===== src/rtl/fifo_wr_arbiter.sv =====
// fifo_wr_arbiter: round-robin arbiter sharing the fifo_async write port between
// NREQ requesters in the clk_a domain. The winner is granted a locked burst of
// req_len+1 beats. Each beat is pushed in any cycle where the FIFO is not full.
// There is one mandatory IDLE bubble between bursts.
// Optional build macro CMD_ARB_FIXED_PRIO_EN: when defined, the lowest-index
// requester always wins and the round-robin pointer stays at 0.
module fifo_wr_arbiter #(
  parameter int NREQ  = 4,
  parameter int WIDTH = 8,
  parameter int LEN_W = 4
) (
  input  logic                    clk_a,
  input  logic                    rst_a,
  input  logic [NREQ-1:0]         req,
  input  logic [NREQ*LEN_W-1:0]   req_len,
  input  logic [NREQ*WIDTH-1:0]   req_data,
  output logic [NREQ-1:0]         req_ack,
  output logic [NREQ-1:0]         grant,
  output logic                    busy,
  input  logic                    fifo_full,
  output logic                    fifo_wr_en,
  output logic [WIDTH-1:0]        fifo_wr_data
);

  localparam int PTR_W = (NREQ > 1) ? $clog2(NREQ) : 1;

  localparam logic [0:0] ST_IDLE  = 1'b0;
  localparam logic [0:0] ST_BURST = 1'b1;

  logic [0:0]       r_state;
  logic [NREQ-1:0]  r_grant;
  logic [LEN_W-1:0] r_beat_cnt;
  logic [PTR_W-1:0] r_rr_ptr;

  logic             w_found;
  logic [PTR_W-1:0] w_win_idx;
  logic [NREQ-1:0]  w_win_onehot;
  logic [LEN_W-1:0] w_win_len;
  logic [WIDTH-1:0] w_grant_data;
  logic             w_push;

`ifdef CMD_ARB_FIXED_PRIO_EN
  // Winner search: the lowest-index active request wins. Scanning from high to
  // low lets the last match (the lowest index) overwrite earlier ones.
  always_comb begin
    w_found   = |req;
    w_win_idx = {PTR_W{1'b0}};
    for (int k = NREQ - 1; k >= 0; k--) begin
      w_win_idx = req[k] ? PTR_W'(k) : w_win_idx;
    end
  end
`else
  logic [PTR_W-1:0] r_owner;
  logic [PTR_W-1:0] w_next_ptr;

  // Winner search: circular scan starting at r_rr_ptr. Scanning offsets from
  // high to low leaves the nearest match at or after the pointer in w_win_idx.
  always_comb begin : p_rr_search
    int idx;
    w_found   = |req;
    w_win_idx = {PTR_W{1'b0}};
    idx       = 0;
    for (int k = NREQ - 1; k >= 0; k--) begin
      idx       = int'(r_rr_ptr) + k;
      idx       = (idx >= NREQ) ? (idx - NREQ) : idx;
      w_win_idx = req[idx] ? PTR_W'(idx) : w_win_idx;
    end
  end

  // Pointer advance: the slot after the finished owner, wrapping NREQ-1 -> 0.
  always_comb begin
    w_next_ptr = (r_owner == PTR_W'(NREQ - 1)) ? {PTR_W{1'b0}} : (r_owner + PTR_W'(1));
  end
`endif

  // One-hot form and burst length of the IDLE winner.
  always_comb begin
    w_win_onehot = {NREQ{1'b0}};
    w_win_len    = {LEN_W{1'b0}};
    for (int i = 0; i < NREQ; i++) begin
      w_win_onehot[i] = (PTR_W'(i) == w_win_idx);
      w_win_len       = (PTR_W'(i) == w_win_idx) ? req_len[i*LEN_W +: LEN_W] : w_win_len;
    end
  end

  // Data mux: select the beat data of the requester that owns the burst.
  always_comb begin
    w_grant_data = {WIDTH{1'b0}};
    for (int i = 0; i < NREQ; i++) begin
      w_grant_data = r_grant[i] ? req_data[i*WIDTH +: WIDTH] : w_grant_data;
    end
  end

  // A beat is pushed in every BURST cycle in which the FIFO has room.
  assign w_push       = (r_state == ST_BURST) && !fifo_full;
  assign fifo_wr_en   = w_push;
  assign req_ack      = r_grant & {NREQ{w_push}};
  assign fifo_wr_data = w_push ? w_grant_data : {WIDTH{1'b0}};
  assign grant        = r_grant;
  assign busy         = (r_state == ST_BURST);

  // Arbitration FSM: grant in IDLE, count beats down in BURST, release on the last push.
  always_ff @(posedge clk_a) begin
    if (rst_a) begin
      r_state    <= ST_IDLE;
      r_grant    <= {NREQ{1'b0}};
      r_beat_cnt <= {LEN_W{1'b0}};
      r_rr_ptr   <= {PTR_W{1'b0}};
`ifndef CMD_ARB_FIXED_PRIO_EN
      r_owner    <= {PTR_W{1'b0}};
`endif
    end else begin
      case (r_state)
        ST_IDLE: begin
          if (w_found) begin
            r_state    <= ST_BURST;
            r_grant    <= w_win_onehot;
            r_beat_cnt <= w_win_len;
`ifndef CMD_ARB_FIXED_PRIO_EN
            r_owner    <= w_win_idx;
`endif
          end else begin
            r_state    <= ST_IDLE;
          end
        end
        ST_BURST: begin
          if (w_push) begin
            if (r_beat_cnt == {LEN_W{1'b0}}) begin
              r_state  <= ST_IDLE;
              r_grant  <= {NREQ{1'b0}};
`ifdef CMD_ARB_FIXED_PRIO_EN
              r_rr_ptr <= {PTR_W{1'b0}};
`else
              r_rr_ptr <= w_next_ptr;
`endif
            end else begin
              r_beat_cnt <= r_beat_cnt - LEN_W'(1);
            end
          end else begin
            // FIFO full: stall with grant and beat count held.
            r_beat_cnt <= r_beat_cnt;
          end
        end
        default: begin
          r_state <= ST_IDLE;
          r_grant <= {NREQ{1'b0}};
        end
      endcase
    end
  end

endmodule


===== config.mk =====
export PLATFORM = sky130hd
export DESIGN_NAME = fifo_wr_arbiter
export DESIGN_NICKNAME = d
export VERILOG_FILES = /design/src/rtl/fifo_wr_arbiter.sv
export SDC_FILE = /design/constraint.sdc
export NUM_CORES = 1
export LEC_CHECK = 0
export CAP_MARGIN = 10
export CORE_ASPECT_RATIO = 1.2
export CORE_MARGIN = 2
export CORE_UTILIZATION = 38
export CTS_CLUSTER_SIZE = 28
export DETAILED_ROUTE_END_ITERATION = 8
export PLACE_DENSITY_LB_ADDON = 0.08
export SYNTH_ARGS = -nofsm -noshare
export SYNTH_HDL_FRONTEND = slang
export SYNTH_SLANG_ARGS = --single-unit

===== constraint.sdc =====
create_clock -name clk_a -period 2.5 [get_ports clk_a]
set_input_delay 0.5 -clock clk_a [delete_from_list [all_inputs] [get_ports clk_a]]
set_output_delay 0.5 -clock clk_a [all_outputs]
set_load 0.1 [all_outputs]

==> flow_metrics.env <==
export IMPL_synth_top_area_frac=0.203
export IMPL_holdWs_ps=540
export IMPL_arrival_ps=2490
export IMPL_syn_to_final_growth_pct=80.8
export IMPL_switching_share=0.401
export IMPL_cts_tree="done"
export IMPL_clock_path_buffers=2
export IMPL_hold_violations=0
export IMPL_die_area_mm2=0.00386
export IMPL_dpl_cell_count=286
export IMPL_insertion_delay_ps=240
export IMPL_syn_inst=177
export IMPL_start_util=0.391
export IMPL_placed_area_mm2=0.00227
export IMPL_hold_buffers=0
export IMPL_hp_class="reg -> reg"
export IMPL_power_frac_seq=0.278
export IMPL_die_x_um=57.1
export IMPL_first_iter_violations=68
export IMPL_clk_root_buffer_cell="clkbuf_8"
export IMPL_port_buffer_count=72
export IMPL_fin_cells=290
export IMPL_synthArstFlopShare=0
export IMPL_gp_congestion=0.834
export IMPL_grt_max_degree=20
export IMPL_core_mm2=0.00328
export IMPL_ys_warn_count=0
export IMPL_synth_top_area_cell="dfxtp_1"
export IMPL_setup_viol=0
export IMPL_internal_power_mw=0.586
export IMPL_cp_max_fo=6
export IMPL_leakagePower_nw=0.885
export IMPL_post_route_period_util=0.925
export IMPL_drive_above_1_share=0.241
export IMPL_first_global_vias=1580
export IMPL_p_switching_mw=0.393
export IMPL_vdd_drop_max_uv=262
export IMPL_drv_slew=0
export IMPL_final_nets=311
export IMPL_required_ps=2670
export IMPL_worst_clock_skew_ps=5.09
export IMPL_status="finished, final reports clean"
export IMPL_drc=0
export IMPL_end_kind="register"
export IMPL_die_y_um=67.7
export IMPL_num_antenna_cells=0
export IMPL_synth_edff_count=0
export IMPL_antenna_found_initial=0
export IMPL_dr_total_vias=1694
export IMPL_viasPerCell=5.84
export IMPL_grt_pass1_wl_um=6980
export IMPL_period_minus_slack_ps=2310
export IMPL_multiInputGateArea_um2=978
export IMPL_clkSlewWorstSetupHoldPaths_ps=60
export IMPL_syn_avg_cell_area_um2=7.25
export IMPL_clock_sinks=13
export IMPL_synth_flop_cell="dfxtp_1"
export IMPL_power_frac_clock=0.193
export IMPL_ys_seq_area_frac=0.203
export IMPL_synth_area_top_cells="dfxtp_1 (20%), a21oi_1 (8.2%), nor2b_1 (6.3%)"
export IMPL_htreeDepth=1
export IMPL_cts_inserted_buffers=3
export IMPL_grt_usage=0.231
export IMPL_startpoint_type="input port"
export IMPL_overflow=0
export IMPL_dp_hpwl_um=3720
export IMPL_max_freq_mhz=432
export IMPL_fillCellCount=268
export IMPL_slowest_stage="clkdlybuf4s50_1"
export IMPL_combPwrFrac=0.530
export IMPL_powerDensity_mw_per_mm2=422
export IMPL_slowest_delay_ps=590
export IMPL_relSlewSlack=0.509
export IMPL_rsz0062_at_grt="no"
export IMPL_routed_wl_um=4490
export IMPL_synth_area_mm2=0.00128
export IMPL_fin_util=0.707
export IMPL_final_seq_area_um2=267
export IMPL_ioPinCount=73
export IMPL_wl_per_cell_um=15.5
export IMPL_first_pass_iters=4
export IMPL_ant_nets=0
export IMPL_final_area_mm2=0.00232
export IMPL_yosysUniqueCellTypes=47
export IMPL_tns_ps=0
export IMPL_ys_seq_elements=13
export IMPL_crit_path_cell_trace="clkdlybuf4s50_1, and4b_1, or4_4, nor2b_1, or4_1, a31oi_1"
export IMPL_maxCapViolCount=0
export IMPL_rows=23
export IMPL_syn_nets=234
export IMPL_crit_type="in -> reg"
export IMPL_tightest_slew_ps=719
[sequential cells by signal, indices dropped and copies added (netlist names)]
register and cells:
busy 1, r_owner 2, r_beat_cnt 4, r_rr_ptr 2, grant 4
[layout make-up]
| cell class | count | share of cell area |
|---|---|---|
| Clock buffer | 4 | 0.0194 |
| Tap cell | 37 | 0.0199 |
| Multi-Input combinational cell | 140 | 0.422 |
| Timing Repair Buffer | 86 | 0.406 |
| Inverter | 10 | 0.0178 |
| Sequential cell | 13 | 0.115 |
[layout by cell type (no fill, tap or decap), drive strengths merged, types with 2 or more instances in the layout]
master / instances
a211oi: 4
nor3: 12
clkdlybuf4s50: 54
inv: 9
dfxtp: 13
buf: 32
ha: 2
or4: 2
a22oi: 3
nor2b: 13
nand2b: 2
o21a: 2
o32ai: 3
clkbuf: 4
o21ai: 7
a21o: 2
a31oi: 2
nor3b: 2
nand3b: 2
a21oi: 21
nand2: 4
nor2: 20
and2: 6
o21bai: 3
mux2i: 3
a221oi: 9
[critical path, delay by kind of cell]
kind                   cells  cell delay, ps
AOI/OAI and AO/OA          1             170
and+or+nand+nor            4            1230
buffers and inverters      1             590
[kinds of logic (layout without fill, tap and decap cells)]
logic type / Yosys count / after routing / synth area share
simple gates: 68 / 68 / 0.302
xor+xnor: 2 / 2 / 0.0136
fa+ha+maj: 2 / 2 / 0.0195
buf+inv: 24 / 100 / 0.0975
compound gates: 65 / 65 / 0.341
mux: 3 / 3 / 0.0234
flops: 13 / 13 / 0.203
[Yosys cell counts (3+ instances only)]
cell type,number
a21oi_1,21
nor2_1,20
dfxtp_1,13
nor2b_1,13
nor3_1,11
inv_1,10
a221oi_1,9
o21ai_0,7
clkbuf_1,6
and2_1,5
a211oi_1,4
buf_2,4
nand2_1,4
a22oi_1,3
mux2i_1,3
o21bai_1,3
o32ai_1,3
[routing by layer]
metal | vias up | track usage | wire length (um) | share of wire
li1 | 811 | - | - | -
met1 | 779 | 0.228 | 1610 | 0.36
met2 | 92 | 0.461 | 2380 | 0.53
met3 | 12 | 0.0307 | 344 | 0.077
met4 | 0 | 0.125 | 150 | 0.033
met5 | - | 0 | 0 | 0
[worst paths after layout]
kind | cells after the start | slack [ps] | to | start
worst max-delay path | 6 | 190 | r_beat_cnt[3]$_SDFFE_PP0P_ | req[3]
worst min-delay path | 2 | 540 | r_beat_cnt[1]$_SDFFE_PP0P_ | r_beat_cnt[1]$_SDFFE_PP0P_
worst max register to register | 5 | 540 | r_beat_cnt[2]$_SDFFE_PP0P_ | r_rr_ptr[1]$_SDFFE_PP0P_
worst min register to register | 2 | 540 | r_beat_cnt[1]$_SDFFE_PP0P_ | r_beat_cnt[1]$_SDFFE_PP0P_
[stage by stage]
stage / power [mW] / setup WS [ps]
4_1_cts: 0.979 / 111
2_1_floorplan: 0.583 / 72.7
3_3_place_gp: 0.780 / -23.0
3_5_place_dp: 0.792 / -64.9
6_report: 0.979 / 187
5_1_grt: 1.03 / 115
[power by group through the flow]
stage               clock network, mW  registers (mW)  logic, mW
finish                          0.189           0.272      0.519
global route                    0.198           0.276      0.558
CTS                             0.189           0.270      0.520
detailed placement                  0           0.275      0.517
global placement                    0           0.273      0.507
floorplan                           0           0.294      0.289
[what timing repair did]
item / 4_1_cts / 5_1_grt
gates resized for setup: 0 / 1
endpoints found under the hold margin: 0 / 0
setup endpoints to repair: 0 / 4
buffers inserted: 0 / 0
No activity file was read; power rests on OpenSTA's default activity.
